### src/rtl/wr_burst_arbiter_if.sv
// wr_burst_arbiter_if
//   Bundles the requester side (per-channel burst/tail requests with lengths,
//   grant and completion pulses) and the downstream command side (command
//   handshake, completion, busy) of the write-burst arbiter.
//
//   Parameters: NUM   number of requesting channels
//               LSIZE width of one burst length field
//               IDW   width of the channel id
//
//   Modports:   slave  - the arbiter itself
//               master - the environment (FSC channels + AXI write master)
interface wr_burst_arbiter_if #(
  parameter int NUM   = 4,
  parameter int LSIZE = 9,
  parameter int IDW   = 2
);

  // Requester side
  logic [NUM-1:0]       burst_req;
  logic [NUM-1:0]       tail_req;
  logic [NUM*LSIZE-1:0] req_len;
  logic [NUM-1:0]       resp;
  logic [NUM-1:0]       done;

  // Downstream command side
  logic                 cmd_valid;
  logic                 cmd_ready;
  logic [LSIZE-1:0]     cmd_len;
  logic [IDW-1:0]       cmd_id;
  logic                 cmd_tail;
  logic                 cmd_done;

  // Status
  logic                 busy;

  modport slave (
    input  burst_req, tail_req, req_len, cmd_ready, cmd_done,
    output resp, done, cmd_valid, cmd_len, cmd_id, cmd_tail, busy
  );

  modport master (
    output burst_req, tail_req, req_len, cmd_ready, cmd_done,
    input  resp, done, cmd_valid, cmd_len, cmd_id, cmd_tail, busy
  );

endinterface

### src/rtl/wr_burst_arbiter.sv
// wr_burst_arbiter
//   Shares one AXI write-burst command port among NUM write-side FIFO status
//   controllers. Requests are arbitrated round-robin; the winner receives a
//   one-cycle resp pulse, a command is issued downstream, and a one-cycle
//   done pulse is returned to the winner once the write master reports the
//   burst complete.
//
//   Ports:
//     clock  system clock
//     rst    asynchronous, active-high reset
//     bus    wr_burst_arbiter_if.slave
//              burst_req/tail_req  per-channel level requests, held until resp
//              req_len             per-channel length, channel i at [i*LSIZE +: LSIZE]
//              resp/done           one-hot single-cycle grant / completion pulses
//              cmd_valid/ready     downstream command handshake
//              cmd_len/id/tail     granted command, stable while outstanding
//              cmd_done            single-cycle completion from the write master
//              busy                high whenever the FSM is not idle
//
//   Build option:
//     TAIL_PRIORITY_EN  when defined, tail requests win over burst requests
//                       (round-robin over tail_req only while any tail is
//                       pending, sharing one pointer). When undefined, burst
//                       and tail requests are equal priority.
module wr_burst_arbiter #(
  parameter int NUM   = 4,
  parameter int LSIZE = 9,
  parameter int IDW   = 2
) (
  input logic               clock,
  input logic               rst,
  wr_burst_arbiter_if.slave bus
);

  typedef enum logic [1:0] {
    IDLE  = 2'd0,
    ISSUE = 2'd1,
    WAIT  = 2'd2,
    DONE  = 2'd3
  } state_t;

  state_t           state;
  logic [IDW-1:0]   ptr;

  logic [NUM-1:0]   arb_req;
  logic             found;
  logic [IDW-1:0]   win;
  logic [NUM-1:0]   win_oh;
  logic [LSIZE-1:0] win_len;
  logic             win_tail;
  logic [NUM-1:0]   id_oh;
  logic [IDW-1:0]   next_ptr;

  // Request vector seen by the round-robin search.
`ifdef TAIL_PRIORITY_EN
  always_comb begin
    arb_req = bus.burst_req | bus.tail_req;
    if (|bus.tail_req) begin
      arb_req = bus.tail_req;
    end
  end
`else
  always_comb begin
    arb_req = bus.burst_req | bus.tail_req;
  end
`endif

  // Round-robin search: first pass covers [ptr, NUM-1], second pass wraps to
  // [0, ptr-1]. Using two constant-index passes avoids a variable modulo index.
  always_comb begin
    found    = 1'b0;
    win      = '0;
    win_oh   = '0;
    win_len  = '0;
    win_tail = 1'b0;
    for (int unsigned j = 0; j < NUM; j++) begin
      if (!found && (j >= 32'(ptr)) && arb_req[j]) begin
        found     = 1'b1;
        win       = IDW'(j);
        win_oh    = '0;
        win_oh[j] = 1'b1;
        win_len   = bus.req_len[j*LSIZE +: LSIZE];
        win_tail  = bus.tail_req[j];
      end
    end
    for (int unsigned j = 0; j < NUM; j++) begin
      if (!found && (j < 32'(ptr)) && arb_req[j]) begin
        found     = 1'b1;
        win       = IDW'(j);
        win_oh    = '0;
        win_oh[j] = 1'b1;
        win_len   = bus.req_len[j*LSIZE +: LSIZE];
        win_tail  = bus.tail_req[j];
      end
    end
  end

  // One-hot of the granted channel, used for the done pulse.
  always_comb begin
    id_oh = '0;
    for (int unsigned j = 0; j < NUM; j++) begin
      if (bus.cmd_id == IDW'(j)) begin
        id_oh[j] = 1'b1;
      end
    end
  end

  assign next_ptr = (bus.cmd_id == IDW'(NUM - 1)) ? '0 : bus.cmd_id + 1'b1;

  // Single FSM; every output is a register. resp/done default low each cycle
  // so they can only ever be single-cycle pulses, and they are set from
  // different states so they are never high together.
  always_ff @(posedge clock or posedge rst) begin
    if (rst) begin
      state         <= IDLE;
      ptr           <= '0;
      bus.resp      <= '0;
      bus.done      <= '0;
      bus.cmd_valid <= 1'b0;
      bus.cmd_len   <= '0;
      bus.cmd_id    <= '0;
      bus.cmd_tail  <= 1'b0;
      bus.busy      <= 1'b0;
    end else begin
      bus.resp <= '0;
      bus.done <= '0;
      unique case (state)
        IDLE: begin
          if (found) begin
            state         <= ISSUE;
            bus.resp      <= win_oh;
            bus.cmd_id    <= win;
            bus.cmd_len   <= win_len;
            bus.cmd_tail  <= win_tail;
            bus.cmd_valid <= (win_len != '0);
            bus.busy      <= 1'b1;
          end
        end

        ISSUE: begin
          if (bus.cmd_len == '0) begin
            // Zero-length grant: acknowledge only, no downstream command.
            state    <= DONE;
            bus.done <= id_oh;
            ptr      <= next_ptr;
          end else if (bus.cmd_ready) begin
            bus.cmd_valid <= 1'b0;
            if (bus.cmd_done) begin
              state    <= DONE;
              bus.done <= id_oh;
              ptr      <= next_ptr;
            end else begin
              state <= WAIT;
            end
          end
        end

        WAIT: begin
          if (bus.cmd_done) begin
            state    <= DONE;
            bus.done <= id_oh;
            ptr      <= next_ptr;
          end
        end

        DONE: begin
          state    <= IDLE;
          bus.busy <= 1'b0;
        end

        default: begin
          state    <= IDLE;
          bus.busy <= 1'b0;
        end
      endcase
    end
  end

endmodule

### src/flat_wrapper.sv
// flat-port wrapper written by rule: the top's interface ports become plain ports
module wr_burst_arbiter_flat 
#(
  parameter int NUM   = 4,
  parameter int LSIZE = 9,
  parameter int IDW   = 2
)
  (clock, rst, bus_burst_req, bus_tail_req, bus_req_len, bus_cmd_ready, bus_cmd_done, bus_resp, bus_done, bus_cmd_valid, bus_cmd_len, bus_cmd_id, bus_cmd_tail, bus_busy);
  wr_burst_arbiter_if #(.NUM(NUM), .LSIZE(LSIZE), .IDW(IDW)) bus_i ();
  input logic clock;
  input logic rst;
  input wire logic [$bits(bus_i.burst_req)-1:0] bus_burst_req;
  input wire logic [$bits(bus_i.tail_req)-1:0] bus_tail_req;
  input wire logic [$bits(bus_i.req_len)-1:0] bus_req_len;
  input wire logic [$bits(bus_i.cmd_ready)-1:0] bus_cmd_ready;
  input wire logic [$bits(bus_i.cmd_done)-1:0] bus_cmd_done;
  output wire logic [$bits(bus_i.resp)-1:0] bus_resp;
  output wire logic [$bits(bus_i.done)-1:0] bus_done;
  output wire logic [$bits(bus_i.cmd_valid)-1:0] bus_cmd_valid;
  output wire logic [$bits(bus_i.cmd_len)-1:0] bus_cmd_len;
  output wire logic [$bits(bus_i.cmd_id)-1:0] bus_cmd_id;
  output wire logic [$bits(bus_i.cmd_tail)-1:0] bus_cmd_tail;
  output wire logic [$bits(bus_i.busy)-1:0] bus_busy;
  assign bus_i.burst_req = bus_burst_req;
  assign bus_i.tail_req = bus_tail_req;
  assign bus_i.req_len = bus_req_len;
  assign bus_i.cmd_ready = bus_cmd_ready;
  assign bus_i.cmd_done = bus_cmd_done;
  assign bus_resp = bus_i.resp;
  assign bus_done = bus_i.done;
  assign bus_cmd_valid = bus_i.cmd_valid;
  assign bus_cmd_len = bus_i.cmd_len;
  assign bus_cmd_id = bus_i.cmd_id;
  assign bus_cmd_tail = bus_i.cmd_tail;
  assign bus_busy = bus_i.busy;
  wr_burst_arbiter #(.NUM(NUM), .LSIZE(LSIZE), .IDW(IDW)) u_core (.clock(clock), .rst(rst), .bus(bus_i));
endmodule
### config.mk
export PLATFORM = sky130hd
export DESIGN_NAME = wr_burst_arbiter_flat
export DESIGN_NICKNAME = d
export VERILOG_FILES = /design/src/rtl/wr_burst_arbiter_if.sv /design/src/rtl/wr_burst_arbiter.sv /design/src/flat_wrapper.sv
export SDC_FILE = /design/constraint.sdc
export NUM_CORES = 1
export LEC_CHECK = 0
export CORE_ASPECT_RATIO = 1.1
export CORE_MARGIN = 2
export CORE_UTILIZATION = 45
export DETAILED_ROUTE_END_ITERATION = 6
export PLACE_DENSITY = 0.8
export SYNTH_ARGS = -nofsm -noshare
export SYNTH_HDL_FRONTEND = slang
export SYNTH_SLANG_ARGS = --single-unit
### constraint.sdc
create_clock -name clock -period 2.6 [get_ports clock]
set_clock_uncertainty 0.2 [all_clocks]
set_input_delay 0.39 -clock clock [delete_from_list [all_inputs] [get_ports clock]]
set_output_delay 0.39 -clock clock [all_outputs]
set_load 0.1 [all_outputs]
* Word level (Yosys, flattened, before mapping)
Index checks and enable logic that the tools add are counted.
** Storage, ports and cells
- Input bits :: 48
- Register bits :: 26
- Logic and storage cells :: 119
- Output and inout bits :: 22
** Cells by class
- Equal/unequal tests :: 11
- Reductions and logical operators :: 30
- Mux-type cells :: 61
- Bitwise operators :: 1
- Order comparisons :: 6
- Add/subtract/negate cells :: 1
** Operators with widths (count)
- 2-to-1 mux 9 bit :: 7
- 2-to-1 mux 4 bit :: 9
- 2-to-1 mux 2 bit :: 14
- 2-to-1 mux 1 bit :: 25
- logical AND 1 bit :: 12
- logical NOT 9 bit :: 1
- nonzero test 9 bit :: 1
- equality test 2 bit, second input constant :: 4
- case mux 2 bit (4 select lines) :: 1
- case mux 4 bit (2 select lines) :: 1
- logical NOT 1 bit :: 6
- != test 2 bit, second input constant :: 3
- AND reduction 2 bit :: 3
- nonzero test 2 bit :: 3
- equality test 2 x 1 -> 1 bit, second input constant :: 2
- greater-or-equal comparator 1 x 2 -> 1 bit, first input constant :: 2
- logical NOT 2 bit :: 2
- < comparator 1 x 2 -> 1 bit, first input constant :: 2
- bitwise OR 4 bit :: 1
- case mux 1 bit (2 select lines) :: 2
- case mux 2 bit (2 select lines) :: 1
- AND reduction 4 bit :: 1
- 2-to-1 mux 3 bit :: 1
- != test 3 x 2 -> 1 bit, second input constant :: 1
- other kinds (5) :: 5

* Longest topological paths before layout
Gate-level depths: netlist (run 1).
- Depth after elaboration :: 29
- Depth in mapped cells :: 10
- Gate-level depth less buffers :: 8

* Least setup slack after synthesis (run 1)
No wires, ideal clock.
- Kind :: register to register
- Start :: register u_core.bus.cmd_len[0]
- End :: register u_core.ptr[1]
- Path buffers :: 0
- Library setup time :: 0.125 ns
- Clock period less this slack :: 2.614 ns
- Required time :: 2.275 ns
- Data arrival time :: 2.289 ns
- Cell stages (with the launch flop) :: 7
- Setup slack :: -0.014 ns
- Cells stage by stage :: dfrtp_1 > nor4_1 > nand2_1 > nor4_1 > nor2b_1 > o221a_2 > mux2_2
** On the way
- Cells in the longest elaborated chain, start to end :: 3
- Elaborated cells on any way between the ends :: 5
- Those cells by class :: eq/ne (1); mux (2); reduce/logical (2)
** Ends and longest elaborated chain
- from (decl) :: line wr_burst_arbiter_if.sv:38 : output resp, done, cmd_valid, cmd_len, cmd_id, cmd_tail, busy
- from (signal assigned) :: line wr_burst_arbiter.sv:133 : bus.cmd_len <= win_len;
- logical NOT 9 bit (*) :: line wr_burst_arbiter.sv:141 : if (bus.cmd_len == '0) begin
- 2-to-1 mux 2 bit or != test 3 x 2 -> 1 bit (tied branches)
- case mux 2 bit (2 select lines) or AND reduction 2 bit (tied branches)
- to (signal assigned) :: line wr_burst_arbiter.sv:145 : ptr <= next_ptr;
- to (signal assigned) :: line wr_burst_arbiter.sv:151 : ptr <= next_ptr;
- to (signal assigned) :: line wr_burst_arbiter.sv:162 : ptr <= next_ptr;
- to (decl) :: line wr_burst_arbiter.sv:43 : logic [IDW-1:0] ptr;
Mark *: on every way between the ends. The rest lies on a longest branch, timed or not.
A chain may end at the register's enable or synchronous reset.

* Worst setup path after layout (run 1)
- Start :: register u_core.ptr[1]
- End :: register u_core.bus.cmd_valid
** On the way
- Cells in the longest elaborated chain, start to end :: 29
- Elaborated cells on any way between the ends :: 43
- Those cells by class :: order compare (6); eq/ne (1); mux (16); reduce/logical (20)
** Ends and longest elaborated chain
- greater-or-equal comparator 1 x 2 -> 1 bit :: line wr_burst_arbiter.sv:77 : if (!found && (j >= 32'(ptr)) && arb_req[j]) begin
- logical AND 1 bit :: line wr_burst_arbiter.sv:77
- 2-to-1 mux 1 bit :: line wr_burst_arbiter.sv:77
- logical NOT 1 bit :: line wr_burst_arbiter.sv:77
- logical AND 1 bit (2 in series) :: line wr_burst_arbiter.sv:77
- 2-to-1 mux 1 bit :: line wr_burst_arbiter.sv:77
- logical NOT 1 bit :: line wr_burst_arbiter.sv:77
- logical AND 1 bit (2 in series) :: line wr_burst_arbiter.sv:77
- (+9 left out)
- logical AND 1 bit (2 in series) :: line wr_burst_arbiter.sv:87 : if (!found && (j < 32'(ptr)) && arb_req[j]) begin
- 2-to-1 mux 1 bit :: line wr_burst_arbiter.sv:87
- logical NOT 1 bit :: line wr_burst_arbiter.sv:87
- logical AND 1 bit (2 in series) :: line wr_burst_arbiter.sv:87
- 2-to-1 mux 9 bit :: line wr_burst_arbiter.sv:87
- nonzero test 9 bit :: line wr_burst_arbiter.sv:135 : bus.cmd_valid <= (win_len != '0);
- 2-to-1 mux 1 bit :: line wr_burst_arbiter.sv:129 : if (found) begin
- case mux 1 bit (2 select lines) :: line wr_burst_arbiter.sv:127 : unique case (state)
- to (signal assigned) :: line wr_burst_arbiter.sv:135
- to (decl) :: line wr_burst_arbiter_if.sv:38
Parallel ways exist; a longest one is shown, timed or not. The select of a mux whose other input is x is not followed.

==> summary.md, run 1 <==
| Metric | Value |
|---|---|
| Layout cell share with drive strength beyond 1 | 32.60% |
| Clock root buffer | clkbuf_8 |
| Die Area | 4789 um2 |
| Drt first pass iters | 6 |
| Worst slew margin | 77.20% |
| Synth Area in Compound Gates | 27.27% |
| TritonCTS clock tree | built |
| Largest net degree at the start of global routing | 27 |
| Final setup vio count | 0 |
| Final #Nets | 422 |
| IO Count | 70 |
| Adder-Cell Fraction of Synth Area | 5.232% |
| Via-per-instance ratio | 5.739 |
| Max_cap viols | 0 |
| Max FO, Critical Path | 10 |
| Sink Count | 26 |
| PwrDens | 1240 nW/um2 |
| Largest family of logic cells by synthesized area | compound AO/OA/AOI/OAI gates |
| Synth cell count leaders | 31 x nand2_1, 26 x dfrtp_1, 25 x nor2_1 |
| Actual slew at the worst max-slew pin | 0.3384 ns |
| # port buffers | 69 |
| Most frequent CP cell | buf_4 |
| Final Hold Vio Count | 0 |
| Clock transition at path regs | 0.09 ns |
| Worst slack, placed | -0.3693 ns |
| DP Wirelength | 5358 um |
| Post-synth EDFFs | 0 |
| Placed Instances | 406 |
| Mapped Cells | 237 |
| Area leader, netlist | dfrtp_1 |
| WP data arrival | 2.50 ns |
| Netlist cell types | 50 |
| Total core area | 4024 um2 |
| Max VDD drop | 0.5613 mV |
| Synthesized area | 1913 um2 |
| CTS Hold Buffers Added | 0 |
| Final WL | 6946 um |
| Clock share of power | 6.8% |
| Fillcell total | 290 |
| Setup TNS | 0 ns |
| Outcome | completed |
| Psw | 2.201 mW |
| Htree depth | 1 |
| GRT Total Usage | 28.31% |
| Final min period | 2.543 ns |
| Min-Delay Path Class | input pin to async pin |
| Post-synthesis mux area share | 2.354% |
| CP max-delay cell | dfrtp_2 |
| XOR/XNOR share of the synthesized area | 0% |
| Top-count cell post-synth | nand2_1 |
| LEAKAGE | 1.473 nW |
| Path type of the worst setup path | register to register |
| Fin cells | 417 |
| Final period utilization | 97.82% |
| Fin. max-slew vios | 0 |
| Crit path launch type | register |
| DR iter-0 viols | 206 |
| Die W | 66.17 um |
| Main synth FF type | dfrtp_1 |
| Synth warn | 0 |
| DRT antenna net count | 0 |
| Placer Congestion | 0.9163 |
| Vias in the first global route | 2387 |
| Total Power | 3.978 mW |
| Register area share after synthesis | 34.01% |
| Avg Inst Size Synth | 8.072 um2 |
| WL per Instance | 16.66 um |
| Final setup margin | 0.05676 ns |
| Proportion of netlist area held by the largest area contributor | 34.01% |
| Antenna violations before repair | 0 |
| Initial Util | 47.54% |
| Diodes inserted | 0 |
| FMAX | 0.3932 GHz |
| Die Span Y | 72.39 um |
| Worst path cell trace | buf_4, o2bb2ai_1, buf_4, a211oi_1, a21oi_1, nand3_1, a222oi_1, buf_4, nand4_1, nor4_1, o31ai_1 |
| Synth Area in Simple Gates | 27.14% |
| Async set or reset register ratio after synthesis | 100.0% |
| Via Count | 2393 |
| Sw Share | 55.33% |
| Global-route wire length before repair | 10460 um |
| DRC Markers | 0 |
| Site Rows | 24 |
| Grt ovf | 0 |
| Clk buf depth | 2 |
| Area added between synthesis and finish | 67.69% |
| Num CTS Buffers | 3 |
| Clk Latency, worst-skew pair | 0.28 ns |
| Synth area leaders | dfrtp_1 34%, nand2_1 6.1%, o21ai_0 5.5%, ha_1 5.2%, nor2_1 4.9% |
| Internal power | 1.777 mW |
| Worst path max stage delay | 0.54 ns |
| CP Capture Type | register |
| Critical path required time | 2.56 ns |
| Post-synthesis register bit count | 26 |
| Comb power frac | 74.1% |
| Mapped Nets | 293 |
| Sequential share of power | 19.2% |
## cells in the final DEF, fill, tap and decap left out, types with 3 or more instances in the layout
cell / n
buf_4: 85
clkdlybuf4s50_1: 41
nand2_1: 31
dfrtp_1: 22
nor2_1: 21
o21ai_0: 21
a21oi_1: 14
inv_1: 11
ha_1: 8
nor3_1: 7
nand3_1: 6
and2_1: 6
a22oi_1: 6
nor4_1: 5
a221oi_1: 4
mux2_2: 4
clkbuf_8: 4
dfrtp_2: 4
nor2_2: 3
or4_4: 3
a211oi_1: 3
nand4_1: 3
dlymetal6s2s_1: 3
dlygate4sd2_1: 3
## cell type report
| cell class | count | area (um2) | share of cell area, % |
|---|---|---|---|
| clock buffers | 4 | 55.05 | 1.716 |
| inverters | 11 | 41.29 | 1.287 |
| multi-input cells | 191 | 1267 | 39.51 |
| flip-flops and latches | 26 | 655.6 | 20.44 |
| well taps | 52 | 65.06 | 2.028 |
| repair buffers | 133 | 1124 | 35.02 |
## logic make-up after synthesis
logic type	Yosys count
muxes	4
and+or+nand+nor	103
AOI/OAI and AO/OA	76
DFF	26
adders and majority gates	8
buffers and inverters	20
## metrics by stage
stage	util, %	area, um2	hold slack, ns
global route	79.73	3208	0.3148
floorplan	-	1916	0.2299
detailed placement	74.78	3009	0.2693
global placement	74.78	3009	0.2631
CTS	78.08	3142	0.2777
finish	79.73	3208	0.2555
## worst paths after layout
kind | from | end | slack, ns | depth (start not counted)
setup / recovery | u_core.ptr[1] | u_core.bus.cmd_valid | 0.06 | 11
hold / removal | rst | u_core.bus.cmd_len[7] | 0.26 | 3
setup reg to reg | u_core.ptr[1] | u_core.bus.cmd_valid | 0.06 | 11
hold reg to reg | u_core.bus.cmd_tail | u_core.bus.cmd_tail | 0.29 | 2
max in group asynchronous | rst | u_core.ptr[0] | 1.67 | 3
min in group clock | u_core.bus.cmd_tail | u_core.bus.cmd_tail | 0.29 | 2
## power by group through the flow
| stage | sequential, mW | clock, mW | combinational (mW) |
|---|---|---|---|
| 2_1_floorplan | 1.63 | 0 | 0.920 |
| 3_3_place_gp | 0.726 | 0 | 2.72 |
| 3_5_place_dp | 0.735 | 0 | 2.76 |
| 4_1_cts | 0.747 | 0.267 | 2.84 |
| 5_1_grt | 0.785 | 0.284 | 3.11 |
| 6_report | 0.762 | 0.269 | 2.95 |
## critical path: cells and delay by family (launching register included)
kind / cells / cell delay, ns
simple gates: 3 / 0.39
compound gates: 5 / 0.76
buf+inv: 3 / 0.53
flops: 1 / 0.54
## what timing repair did
item                       4_1_cts  5_1_grt
resized for setup               15       10
buffers inserted                 3        4
setup endpoints to repair        1        2
pin swaps                        9       11
## flip-flops by register name, summed over array words and instances, names as in the netlist
name,cells
u_core.bus.busy,1
u_core.bus.cmd_id,2
u_core.bus.cmd_len,9
u_core.bus.cmd_tail,1
u_core.bus.cmd_valid,1
u_core.bus.done,4
u_core.bus.resp,4
u_core.ptr,2
u_core.state,2
## per-layer routing
metal  track usage, %  up-vias  wire [um]  part of all wire, %
li1                 -     1139          -                    -
met1            33.50     1107       2841                   41
met2            50.33      127       3502                   50
met3            2.481       20        415                  6.0
met4            14.74        0        186                  2.7
met5                0        -          0                    0
No activity file was read; power rests on OpenSTA's default activity.
==> run 2, diff against run 1 <==
- GPL_TIMING_DRIVEN: unset -> 1
==> results of run 2 <==
Final layout, timing and power as in run 1 (identical DEF).
==> run 3, diff against run 2 <==
- CORE_MARGIN: 2 -> unset
==> run 3 against run 2 <==
Effect of this change: via count fell by 0.46%; utilization is 0.062 points higher; global-route usage rose by 2.1 points; count of clock-buffer cells in the layout did not move; non-clock buffer count down 1; wire length fell by 3.1%; critical path depth fell by 1; largest cell class unchanged; largest power group unchanged.
==> summary.md, run 3 (same netlist as run 1, synthesis figures left out) <==
| Metric | Value |
|---|---|
| Worst path max stage delay | 0.50 ns (-0.04 ns) |
| Via Count | 2382 (-0.46%) |
| Reg2Reg Setup Slack | 0.11 ns (+0.05 ns) |
| Final period utilization | 95.85% (-2.0 points) |
| Layout cell share with drive strength beyond 1 | 33.24% (+0.64 points) |
| Final instance area | 3211 um2 (about the same) |
| Global-route wire length before repair | 10780 um (+3.1%) |
| Die Area | 4516 um2 (-5.7%) |
| Diodes inserted | 0 (unchanged) |
| Biggest register | u_core.bus.cmd_len |
| CP Buf/Inv Count | 2 (-1) |
| Worst-case reg-to-reg path depth | 10 (-1) |
| Htree depth | 1 (unchanged) |
| RSZ-0062 raised after global routing | no |
| Largest net degree at the start of global routing | 27 (unchanged) |
| LEAKAGE | 1.467 nW (-0.39%) |
| Reg-to-reg startpoint | u_core.ptr[1] |
| Die Span Y | 70.39 um (-2.8%) |
| Final hold slack | 0.2595 ns (+0.004035 ns) |
| Clk buf depth | 2 (unchanged) |
| # port buffers | 69 (unchanged) |
| Max FO, Critical Path | 7 (-3) |
| Placer Congestion | 0.9448 (+3.1%) |
| Vias in the first global route | 2392 (+0.21%) |
| CP max-delay cell | dfrtp_2 |
| Clk Latency, worst-skew pair | 0.27 ns (about the same) |
| Max_cap viols | 0 (unchanged) |
| Min-Delay Path Class | input pin to async pin |
| Commonest non-fill, non-tap cell in the layout | buf_4 |
| Fin. max-slew vios | 0 (unchanged) |
| Final setup margin | 0.1078 ns (+0.05103 ns) |
| Num CTS Buffers | 3 (unchanged) |
| Final setup vio count | 0 (unchanged) |
| Setup TNS | 0 ns (unchanged) |
| Critical path required time | 2.55 ns (about the same) |
| Clock root buffer | clkbuf_8 |
| Leading cell types in the layout, fill and taps excluded | 83 x buf_4, 39 x clkdlybuf4s50_1, 31 x nand2_1 |
| DR iter-0 viols | 235 (+14%) |
| WP data arrival | 2.44 ns (-0.06 ns) |
| Post-DP Area | 3017 um2 (+0.25%) |
| DP Wirelength | 5431 um (+1.4%) |
| Drt first pass iters | 5 (-1) |
| Actual slew at the worst max-slew pin | 0.3462 ns (+0.007846 ns) |
| Sink Count | 26 (unchanged) |
| Clock transition at path regs | 0.09 ns (about the same) |
| Worst path cell trace | o21ba_4, nor4_4, buf_4, a21oi_1, nand3_1, a222oi_1, buf_4, nand4_1, nor4_2, o31ai_1 |
| Reg-to-reg endpoint | u_core.bus.cmd_valid |
| Final #Nets | 421 (-0.24%) |
| CP top delay family | compound AO/OA/AOI/OAI gates |
| Antenna violations before repair | 0 (unchanged) |
| Final WL | 6732 um (-3.1%) |
| Path type of the worst setup path | register to register |
| Total core area | 4024 um2 (unchanged) |
| IO Count | 70 (unchanged) |
| CTS Hold Buffers Added | 0 (unchanged) |
| WL per Instance | 16.18 um (-2.8%) |
| Worst slack, placed | -0.4309 ns (-0.06157 ns) |
| Most frequent CP cell | buf_4 |
| Final min period | 2.492 ns (-0.05103 ns) |
| Max FFs per register | 9 (unchanged) |
| DRT antenna net count | 0 (unchanged) |
| Die W | 64.17 um (-3.0%) |
| Outcome | completed |
| Initial Util | 47.54% (unchanged) |
| DRC Markers | 0 (unchanged) |
| Crit path launch type | register |
| CP Capture Type | register |
| GRT Total Usage | 30.40% (+2.1 points) |
| Max VDD drop | 0.4831 mV (-14%) |
| FMAX | 0.4013 GHz (+2.0%) |
| PwrDens | 1233 nW/um2 (-0.61%) |
| Site Rows | 24 (unchanged) |
| Area added between synthesis and finish | 67.82% (about the same) |
| Grt ovf | 0 (unchanged) |
| Largest regs | u_core.bus.cmd_len (9), u_core.bus.done (4), u_core.bus.resp (4) |
| TritonCTS clock tree | built |
| Via-per-instance ratio | 5.726 (-0.22%) |
| Final Hold Vio Count | 0 (unchanged) |
| Worst slew margin | 76.68% (-0.53 points) |
[run 3: layer usage]
layer	wire length (um)	GRT usage (%)	vias to the layer above	part of all wire [%]
li1	-	-	1137	-
met1	2801	37.26	1105	42
met2	3376	54.85	124	50
met3	390	1.961	16	5.8
met4	162	11.60	0	2.4
met5	0	0	-	0
[run 3: worst min-delay path, cell delays in order]
cell and delay [ns]:
clkdlybuf4s50_1 0.40, inv_1 0.05, buf_4 0.30
[run 3: area by class of cell]
| type | count | area (um2) |
|---|---|---|
| clock buffer | 4 | 55.05 |
| fill | 272 | 813.3 |
| inverter | 11 | 41.29 |
| multi-input combinational | 191 | 1280 |
| sequential | 26 | 655.6 |
| tap | 52 | 65.06 |
| timing repair buffer | 132 | 1114 |
[run 3: how the worst max path moves through the flow]
stage               cells past startpoint              endpoint  slack [ns]                   from
finish                                 10  u_core.bus.cmd_valid        0.11          u_core.ptr[1]
global route                            9  u_core.bus.cmd_valid        0.02          u_core.ptr[0]
CTS                                    11  u_core.bus.cmd_valid       0.002          u_core.ptr[0]
detailed placement                      8  u_core.bus.cmd_valid       -0.43        bus_tail_req[3]
global placement                        8  u_core.bus.cmd_valid       -0.31        bus_tail_req[3]
floorplan                               6         u_core.ptr[1]        0.01  u_core.bus.cmd_len[2]
[run 3: repair_timing]
action	4_1_cts	5_1_grt
hold endpoints to repair	0	0
pin swaps	13	3
buffers inserted	4	1
setup endpoints to repair	1	1
resized for setup	23	11
[run 3: through the flow]
step           std cells  util, %  power [mW]
2_1_floorplan        237        -       2.552
3_3_place_gp         407    74.97       3.469
3_5_place_dp         407    74.97       3.532
6_report             416    79.79       3.957
4_1_cts              415    78.79       3.908
5_1_grt              416    79.79       4.160
[run 3: where the power goes]
part / internal [mW] / switching [mW]
Sequential: 0.580 / 0.172
Combinational: 1.06 / 1.89
Clock: 0.135 / 0.122
Total: 1.77 / 2.18
==> RTL edit (settings of run 1) <==
Build with the macro `TAIL_PRIORITY_EN` defined.
--- a/src/rtl/wr_burst_arbiter.sv
+++ b/src/rtl/wr_burst_arbiter.sv
@@ -22,6 +22,8 @@
 //                       (round-robin over tail_req only while any tail is
 //                       pending, sharing one pointer). When undefined, burst
 //                       and tail requests are equal priority.
+`define TAIL_PRIORITY_EN
+
 module wr_burst_arbiter #(
   parameter int NUM   = 4,
   parameter int LSIZE = 9,
Formal check against the unedited RTL: not equivalent (a bounded check fails within 4 cycles, from zero or initial values and one cycle with rst high).
==> RTL edit against run 1 <==
  * Wire length rose by 9.0%
  * Synthesized area increased by 0.85%
  * The flow now finishes with violations (setup timing)
  * Critical endpoint unchanged
  * Power up 0.89%
  * Sequential cell count unchanged
  * Setup slack got worse by 0.29 ns
  * Cell area is 7.5% higher
  * Register-to-register slack worse by 0.20 ns
==> RTL edit: results (changes against run 1) <==
sequentialPowerShare: 0.175  # -0.017
drtIter0Drc: 193  # -6.3%
r2r_cells: 9  # -2
worst_slack_ns: -0.235  # -0.292 ns
dr_wl_met2_um: 3850  # +9.8%
ys_top_cells_by_count: "26 x dfrtp_1, 24 x nand2_1, 21 x o21ai_0"
synth_area_leaders: "dfrtp_1 34%, ha_1 5.8%, o21ai_0 5.4%"
leakagePower_nw: 1.61  # +9.2%
dr.pass1.iters: 5  # -1
syn_avg_cell_area_um2: 8.73  # +8.2%
place.gp.congestion: 0.913  # -0.41%
drive_gt1_frac: 0.413  # +0.0867
use_met2: 0.531  # +0.0278
synth.distinct_cells: 53  # +6.0%
criticalPathCategory: "in -> reg"
grt_use_met3: 0.0509  # +0.0261
avgViaCountPerCell: 5.98  # +4.2%
cts_resized: 41  # +26
fin_nets: 419  # -0.71%
peakVddDrop_mv: 1.03  # +83%
rrSetupSlack_ns: -0.14  # -0.20 ns
timing.setup.tns_ns: -0.330  # -0.330 ns
p_switching_mw: 2.18  # -1.1%
wl_met1_um: 2950  # +3.8%
syn-num-nets: 278  # -5.1%
critPathMaxFanout: 8  # -2
final-setup-viol-count: 2  # +2
r2r-start: "u_core.ptr[0]$_DFFE_PP0P_"
grt_pass1_wl_um: 10900  # +3.8%
final_cells: 413  # -0.96%
yosysSeqAreaShare: 0.337  # -0.00287
yosys.area_share.adder: 0.0584  # +0.00604
violations: "setup timing"
nFillCells: 219  # -24%
status: "finished with violations"
[RTL edit: cell types whose count changed in the layout (fill, tap and decap cells not counted), moves of 5 or more]
cell     before  now
nor4_1        5    0
inv_1        11   19
nand2_1      31   23
nand3_1       6    1
nor2_1       21    9
buf_4        85   97
a21oi_1      14    9
[RTL edit: worst max-delay path: stages]
cell       delay, ns
buf_6           0.10
or4b_4          0.55
or3_4           0.39
o2111ai_4       0.19
nand2_2         0.14
a221oi_2        0.31
buf_4           0.16
o211ai_1        0.11
nor4_2          0.31
o32ai_1         0.14
[RTL edit: layout make-up]
cell class                      instances  area (µm²)  share of cell area
Multi-Input combinational cell        168        1400               0.406
Timing Repair Buffer                  144        1190               0.345
Sequential cell                        26         651               0.189
Inverter                               19        71.3              0.0207
Tap cell                               52        65.1              0.0189
Clock buffer                            3        41.3              0.0120
Clock inverter                          1        30.0             0.00871
